**config.mk**
```make
export PLATFORM = sky130hd
export DESIGN_NAME = load_store_unit
export DESIGN_NICKNAME = d
export VERILOG_FILES = /design/src/rtl/lsu_pkg.sv /design/src/rtl/lsu_extend.sv /design/src/rtl/load_store_unit.sv
export SDC_FILE = /design/constraint.sdc
export NUM_CORES = 1
export LEC_CHECK = 0
export CAP_MARGIN = 5
export CORE_ASPECT_RATIO = 2
export CORE_UTILIZATION = 35
export DETAILED_ROUTE_END_ITERATION = 8
export HOLD_SLACK_MARGIN = 0.06
export PLACE_DENSITY = 0.66
export SYNTH_ARGS = -nofsm -noshare
export SYNTH_HDL_FRONTEND = slang
export SYNTH_HIERARCHICAL = 1
export SYNTH_SLANG_ARGS = --single-unit
export TNS_END_PERCENT = 1
```
**constraint.sdc**
```tcl
create_clock -name clk -period 4.1 [get_ports clk]
set_input_delay 0.82 -clock clk [delete_from_list [all_inputs] [get_ports clk]]
set_output_delay 0.82 -clock clk [all_outputs]
set_load 0.01 [all_outputs]
```
**src/rtl/lsu_pkg.sv**
```systemverilog
// Shared definitions for the load/store unit.
// Contents: FSM state encoding, Funct3 size/sign encodings, default
// bus-timeout bound, and small address helpers used by the top level.
package lsu_pkg;

  typedef enum logic [1:0] {
    S_IDLE = 2'd0,
    S_REQ  = 2'd1,
    S_WAIT = 2'd2,
    S_DONE = 2'd3
  } lsu_state_e;

  // Funct3: bits [1:0] give the size, bit 2 selects zero extension.
  localparam logic [2:0] F3_B  = 3'b000;
  localparam logic [2:0] F3_H  = 3'b001;
  localparam logic [2:0] F3_W  = 3'b010;
  localparam logic [2:0] F3_BU = 3'b100;
  localparam logic [2:0] F3_HU = 3'b101;

  localparam int LSU_MAX_WAIT = 16;

  function automatic logic is_misaligned(input logic [2:0] f3, input logic [1:0] lo);
    return ((f3[1:0] == 2'b01) && lo[0]) || ((f3[1:0] == 2'b10) && (lo != 2'b00));
  endfunction

  // Clears the low address bits that a naturally aligned access of this size cannot use.
  function automatic logic [1:0] align_lo(input logic [2:0] f3, input logic [1:0] lo);
    case (f3[1:0])
      2'b01:   return {lo[1], 1'b0};
      2'b10:   return 2'b00;
      default: return lo;
    endcase
  endfunction

endpackage

```
**src/rtl/lsu_extend.sv**
```systemverilog
// Combinational load lane select and sign/zero extension.
// Ports:
//   rdata   - raw 32-bit word from the data bus
//   addr_lo - byte offset of the access within the word
//   funct3  - access size (bits [1:0]) and unsigned flag (bit 2)
//   data    - extended load result
module lsu_extend
  import lsu_pkg::*;
(
  input  logic [31:0] rdata,
  input  logic [1:0]  addr_lo,
  input  logic [2:0]  funct3,
  output logic [31:0] data
);

  logic signed [7:0]  byte_sel;
  logic signed [15:0] half_sel;
  logic               sign_ext;

  always_comb begin
    byte_sel = rdata[{addr_lo, 3'b000} +: 8];
    half_sel = addr_lo[1] ? rdata[31:16] : rdata[15:0];
    sign_ext = ~funct3[2];
    case (funct3[1:0])
      2'b00:   data = {{24{sign_ext & byte_sel[7]}}, byte_sel};
      2'b01:   data = {{16{sign_ext & half_sel[15]}}, half_sel};
      default: data = rdata;
    endcase
  end

endmodule

```
**src/rtl/load_store_unit.sv**
```systemverilog
// Load/store unit: turns a memory-stage load or store into one data-bus
// transaction and stalls the pipeline until it completes.
// Configuration: define LSU_MISALIGN_TRAP_EN to trap misaligned accesses
// (MisalignedM pulse, no bus request); otherwise the low address bits are
// forced to the access size and the access proceeds.
// Ports:
//   clk, reset_n            - clock, asynchronous active-low reset
//   ALUResultM, WriteDataM  - effective address, store data
//   MemReadM, MemWriteM     - load / store request
//   Funct3M, FlushM         - size/sign, squash current instruction
//   mem_req/we/addr/wdata/be, mem_gnt/rvalid/rdata - data bus
//   ReadDataM, StallLSU     - extended load data, pipeline freeze
//   MisalignedM, BusErrM    - single-cycle fault pulses
module load_store_unit
  import lsu_pkg::*;
#(
  parameter int MAX_WAIT = LSU_MAX_WAIT
) (
  input  logic        clk,
  input  logic        reset_n,
  input  logic [31:0] ALUResultM,
  input  logic [31:0] WriteDataM,
  input  logic        MemReadM,
  input  logic        MemWriteM,
  input  logic [2:0]  Funct3M,
  input  logic        FlushM,
  output logic        mem_req,
  output logic        mem_we,
  output logic [31:0] mem_addr,
  output logic [31:0] mem_wdata,
  output logic [3:0]  mem_be,
  input  logic        mem_gnt,
  input  logic        mem_rvalid,
  input  logic [31:0] mem_rdata,
  output logic [31:0] ReadDataM,
  output logic        StallLSU,
  output logic        MisalignedM,
  output logic        BusErrM
);

  localparam int CNT_W = $clog2(MAX_WAIT + 1);

  lsu_state_e        state_q, state_d;
  logic [CNT_W-1:0]  cnt_q;
  logic              flushed_q;
  logic              start, trap_now, cnt_last, timeout, load_done, busy_q, busy_d;
  logic [31:0]       addr_p0, wdata_p0, load_data;
  logic [2:0]        f3_p0;
  logic              we_p0;

  assign start    = (state_q == S_IDLE) && (MemReadM || MemWriteM) && !FlushM;
  assign cnt_last = (cnt_q == CNT_W'(MAX_WAIT - 1));
  assign busy_q   = (state_q == S_REQ) || (state_q == S_WAIT);
  assign busy_d   = (state_d == S_REQ) || (state_d == S_WAIT);

  // Request capture: held stable for the whole bus transaction
  always_ff @(posedge clk) begin
    if (start) begin
      addr_p0  <= {ALUResultM[31:2], align_lo(Funct3M, ALUResultM[1:0])};
      wdata_p0 <= WriteDataM;
      f3_p0    <= Funct3M;
      we_p0    <= MemWriteM;
    end
  end

  lsu_extend u_extend (
    .rdata   (mem_rdata),
    .addr_lo (addr_p0[1:0]),
    .funct3  (f3_p0),
    .data    (load_data)
  );

  always_ff @(posedge clk or negedge reset_n) begin
    if (!reset_n) state_q <= S_IDLE;
    else          state_q <= state_d;
  end

  always_comb begin
    state_d   = state_q;
    timeout   = 1'b0;
    load_done = 1'b0;
    case (state_q)
      S_IDLE: if (start) state_d = trap_now ? S_DONE : S_REQ;
      S_REQ: begin
        if (FlushM) begin
          state_d = S_IDLE;
        end else if (mem_gnt) begin
          if (we_p0) begin
            state_d = S_DONE;
          end else if (mem_rvalid) begin
            state_d   = S_DONE;
            load_done = 1'b1;
          end else begin
            state_d = S_WAIT;
          end
        end else if (cnt_last) begin
          state_d = S_DONE;
          timeout = 1'b1;
        end
      end
      S_WAIT: begin
        // A squashed load still drains its response but skips DONE.
        if (mem_rvalid || cnt_last) begin
          if (flushed_q || FlushM) begin
            state_d = S_IDLE;
          end else begin
            state_d   = S_DONE;
            load_done = mem_rvalid;
            timeout   = !mem_rvalid;
          end
        end
      end
      default: state_d = S_IDLE;
    endcase
  end

  always_comb begin
    mem_req   = (state_q == S_REQ) && !FlushM;
    mem_we    = (state_q == S_REQ) && we_p0;
    mem_addr  = {addr_p0[31:2], 2'b00};
    StallLSU  = start || busy_q;
    case (f3_p0[1:0])
      2'b00: begin
        mem_be    = 4'b0001 << addr_p0[1:0];
        mem_wdata = {4{wdata_p0[7:0]}};
      end
      2'b01: begin
        mem_be    = addr_p0[1] ? 4'b1100 : 4'b0011;
        mem_wdata = {2{wdata_p0[15:0]}};
      end
      default: begin
        mem_be    = 4'b1111;
        mem_wdata = wdata_p0;
      end
    endcase
  end

  always_ff @(posedge clk or negedge reset_n) begin
    if (!reset_n) begin
      cnt_q     <= '0;
      flushed_q <= 1'b0;
      ReadDataM <= '0;
      BusErrM   <= 1'b0;
    end else begin
      cnt_q     <= (busy_q && busy_d) ? cnt_q + CNT_W'(1) : '0;
      flushed_q <= (state_q == S_WAIT) && (flushed_q || FlushM);
      BusErrM   <= timeout;
      if (timeout)        ReadDataM <= '0;
      else if (load_done) ReadDataM <= load_data;
    end
  end

`ifdef LSU_MISALIGN_TRAP_EN
  logic mis_q;
  assign trap_now = is_misaligned(Funct3M, ALUResultM[1:0]);
  always_ff @(posedge clk or negedge reset_n) begin
    if (!reset_n) mis_q <= 1'b0;
    else          mis_q <= start && trap_now;
  end
  assign MisalignedM = mis_q;
`else
  assign trap_now    = 1'b0;
  assign MisalignedM = 1'b0;
`endif

endmodule

```
==> results.ini <==
[power]
total_power_uw=4130
ir_drop_mv=0.341
leakage_uw=0.00301
p_per_area_nw_per_um2=538

[clock_tree]
postCtsSetupBuffers=0
cts-buffers-inserted=9
clk_path_buf_depth=2
clk_latency_ns=0.35
root_buffer=clkbuf_16
cts.hold.buffers_added=0
cts_tree=done
h-tree-depth=3
post_cts_resized=0
cts.sinks=109
clkSlewWorstSetupHoldPaths_ns=0.07

[timing]
finClkSkew_ns=0.00663
tightest_slew_ns=0.963
worst_hold_slack_ns=0.484
finalCriticalPeriod_ns=3.23
slew_headroom_pct=35.8
rsz0062_at_grt=no
maxSlewViolCount=0
fin_crit_sh_pct=78.8
hold_violations=0
setup_viol=0
max_clock_freq_ghz=0.310
fin_tns_setup_ns=0

[setup_path]
cp.required_ns=3.28
path_max_fanout=3
cp.arrival_ns=2.41
worstSetupPathType=primary input to output port
worstSetupEndpointType=output port
startpoint_type=primary input

[grt]
grt_first_pass_wirelength_um=22100
antenna_found_initial=0
grt_overflow=0
grt_max_degree=69
grt.total_usage_pct=17.6
grt_pass1_vias=4163

[yosys]
synthArstFlopShare_pct=37.6
synth_top_cell_by_area=edfxtp_1
ys_seq_elements=109
synth_top_family_by_area=simple AND/OR/NAND/NOR gates
synthMuxAreaShare_pct=11.6
synth.avg_cell_area_um2=12.2
yosysTopAreaCellShare_pct=37.0
dominantRegCellSynth=edfxtp_1
synth_compound_gate_area_share_pct=7.61
synth_area_leaders=edfxtp_1 37%, dfrtp_1 19%, mux2i_1 7.8%
synthSimpleGateAreaFrac_pct=13.6
syn_inst=451
synth_area_um2=5520
ys_seq_area_share_pct=55.5
synthAdderAreaFrac_pct=1.59
synth-xor-area-share_pct=0.612
ys_warn_count=6
synth-edff-count=68
synth.distinct_cells=51

[routing]
routedWlPerCell_um=17.2
dr.pass1.iters=4
drt-total-wl_um=14000
dr.first_iter.drc_count=156
ant_nets=0
num_vias=3900
vias_per_cell=4.78
drcViolationCount=0

[placed_design]
dp_hpwl_um=10300
gp_congestion=0.862
numPortBuffers=207
post_dp_cell_area_um2=7390

[finish]
final_net_count=726
drive_above_1_share_pct=12.5
finish.instance_area_um2=7670
final_core_util_pct=49.9
num_antenna_cells=0
syn2layout_area_growth_pct=38.8

[die]
rows=64
fp.dieW_um=90.8
dieArea_um2=16300
die_y_um=180
start_util_pct=35.9
coreArea_um2=15400
num_io_pins=211

[status]
status=complete, no violations

[flow_run]
cap_violations=0

[min_path]
hp-class=register to register

==> logic make-up after synthesis <==
group | count (synthesis)
compound gates | 54
xor+xnor | 3
fa+ha+maj | 7
buf+inv | 71
flops | 109
mux | 61
other cells | 1
simple gates | 145
==> sequential cells by signal (all words and copies together), names as in the netlist <==
signal     flops
addr_p0       32
wdata_p0      32
we_p0          1
BusErrM        1
ReadDataM     32
cnt_q          5
flushed_q      1
f3_p0          3
state_q        2
==> final cells by class <==
cell class,instances,area (um2)
fill,1368,7710
sequential,109,3070
timing repair buffer,211,2100
multi-input combinational,273,1950
tap,198,248
clock buffer,9,225
clock inverter,7,48.8
inverter,9,35.0
==> routing by layer <==
metal	wire (um)	vias up	share of wire [%]	track usage [%]
li1	-	1851	-	-
met1	4830	1873	34	17.4
met2	7680	156	55	32.8
met3	1070	20	7.7	5.41
met4	444	0	3.2	8.51
met5	0	-	0	0
==> Yosys cell counts (5+ instances only) <==
master and n:
nand2b_1 8, inv_1 8, nor2b_1 8, mux2_2 8
nand2_1 68, clkbuf_1 7, dfrtp_1 41, a221o_1 8
nor2_2 31, mux2i_1 43, edfxtp_1 68, mux2_1 8
a21o_1 5, o21ai_0 10, a22oi_1 5, buf_4 45
nor2_1 14, ha_1 7
==> cells in the final DEF (no fill, tap or decap), types with 9 or more instances in the layout <==
| master | n |
|---|---|
| nor2_2 | 31 |
| clkbuf_16 | 9 |
| clkdlybuf4s50_1 | 206 |
| nand2_1 | 68 |
| o21ai_0 | 10 |
| dfrtp_1 | 41 |
| nor2_1 | 14 |
| edfxtp_1 | 68 |
| mux2i_1 | 43 |
==> per-stage QoR <==
stage / setup WS, ns / instances
2_1_floorplan: 0.323 / 453
3_3_place_gp: 0.917 / 800
3_5_place_dp: 0.884 / 800
4_1_cts: 0.875 / 816
5_1_grt: 0.833 / 816
6_report: 0.870 / 816
==> where the power goes <==
group / switching [uW] / internal [uW]
clock: 407 / 415
combinational: 785 / 871
sequential: 163 / 1490
==> worst max-delay path, stage by stage <==
cell,delay (ns)
clkdlybuf4s50_1,0.51
o21ba_1,0.19
and2_2,0.20
or2_1,0.20
clkdlybuf4s50_1,0.49
==> path summary, 6_finish.rpt <==
kind,slack (ns),start,to,cells after the start
min in group asynchronous,0.60,reset_n,flushed_q$_DFF_PN0_,1
setup / recovery,0.87,FlushM,StallLSU,5
setup reg to reg,1.84,addr_p0[1]$_DFFE_PP_,ReadDataM[7]$_DFFE_PN0P_,6
max in group asynchronous,2.88,reset_n,ReadDataM[30]$_DFFE_PN0P_,1
hold / removal,0.48,cnt_q[0]$_DFF_PN0_,cnt_q[0]$_DFF_PN0_,1
hold reg to reg,0.48,cnt_q[0]$_DFF_PN0_,cnt_q[0]$_DFF_PN0_,1
No activity file was read; power rests on OpenSTA's default activity.
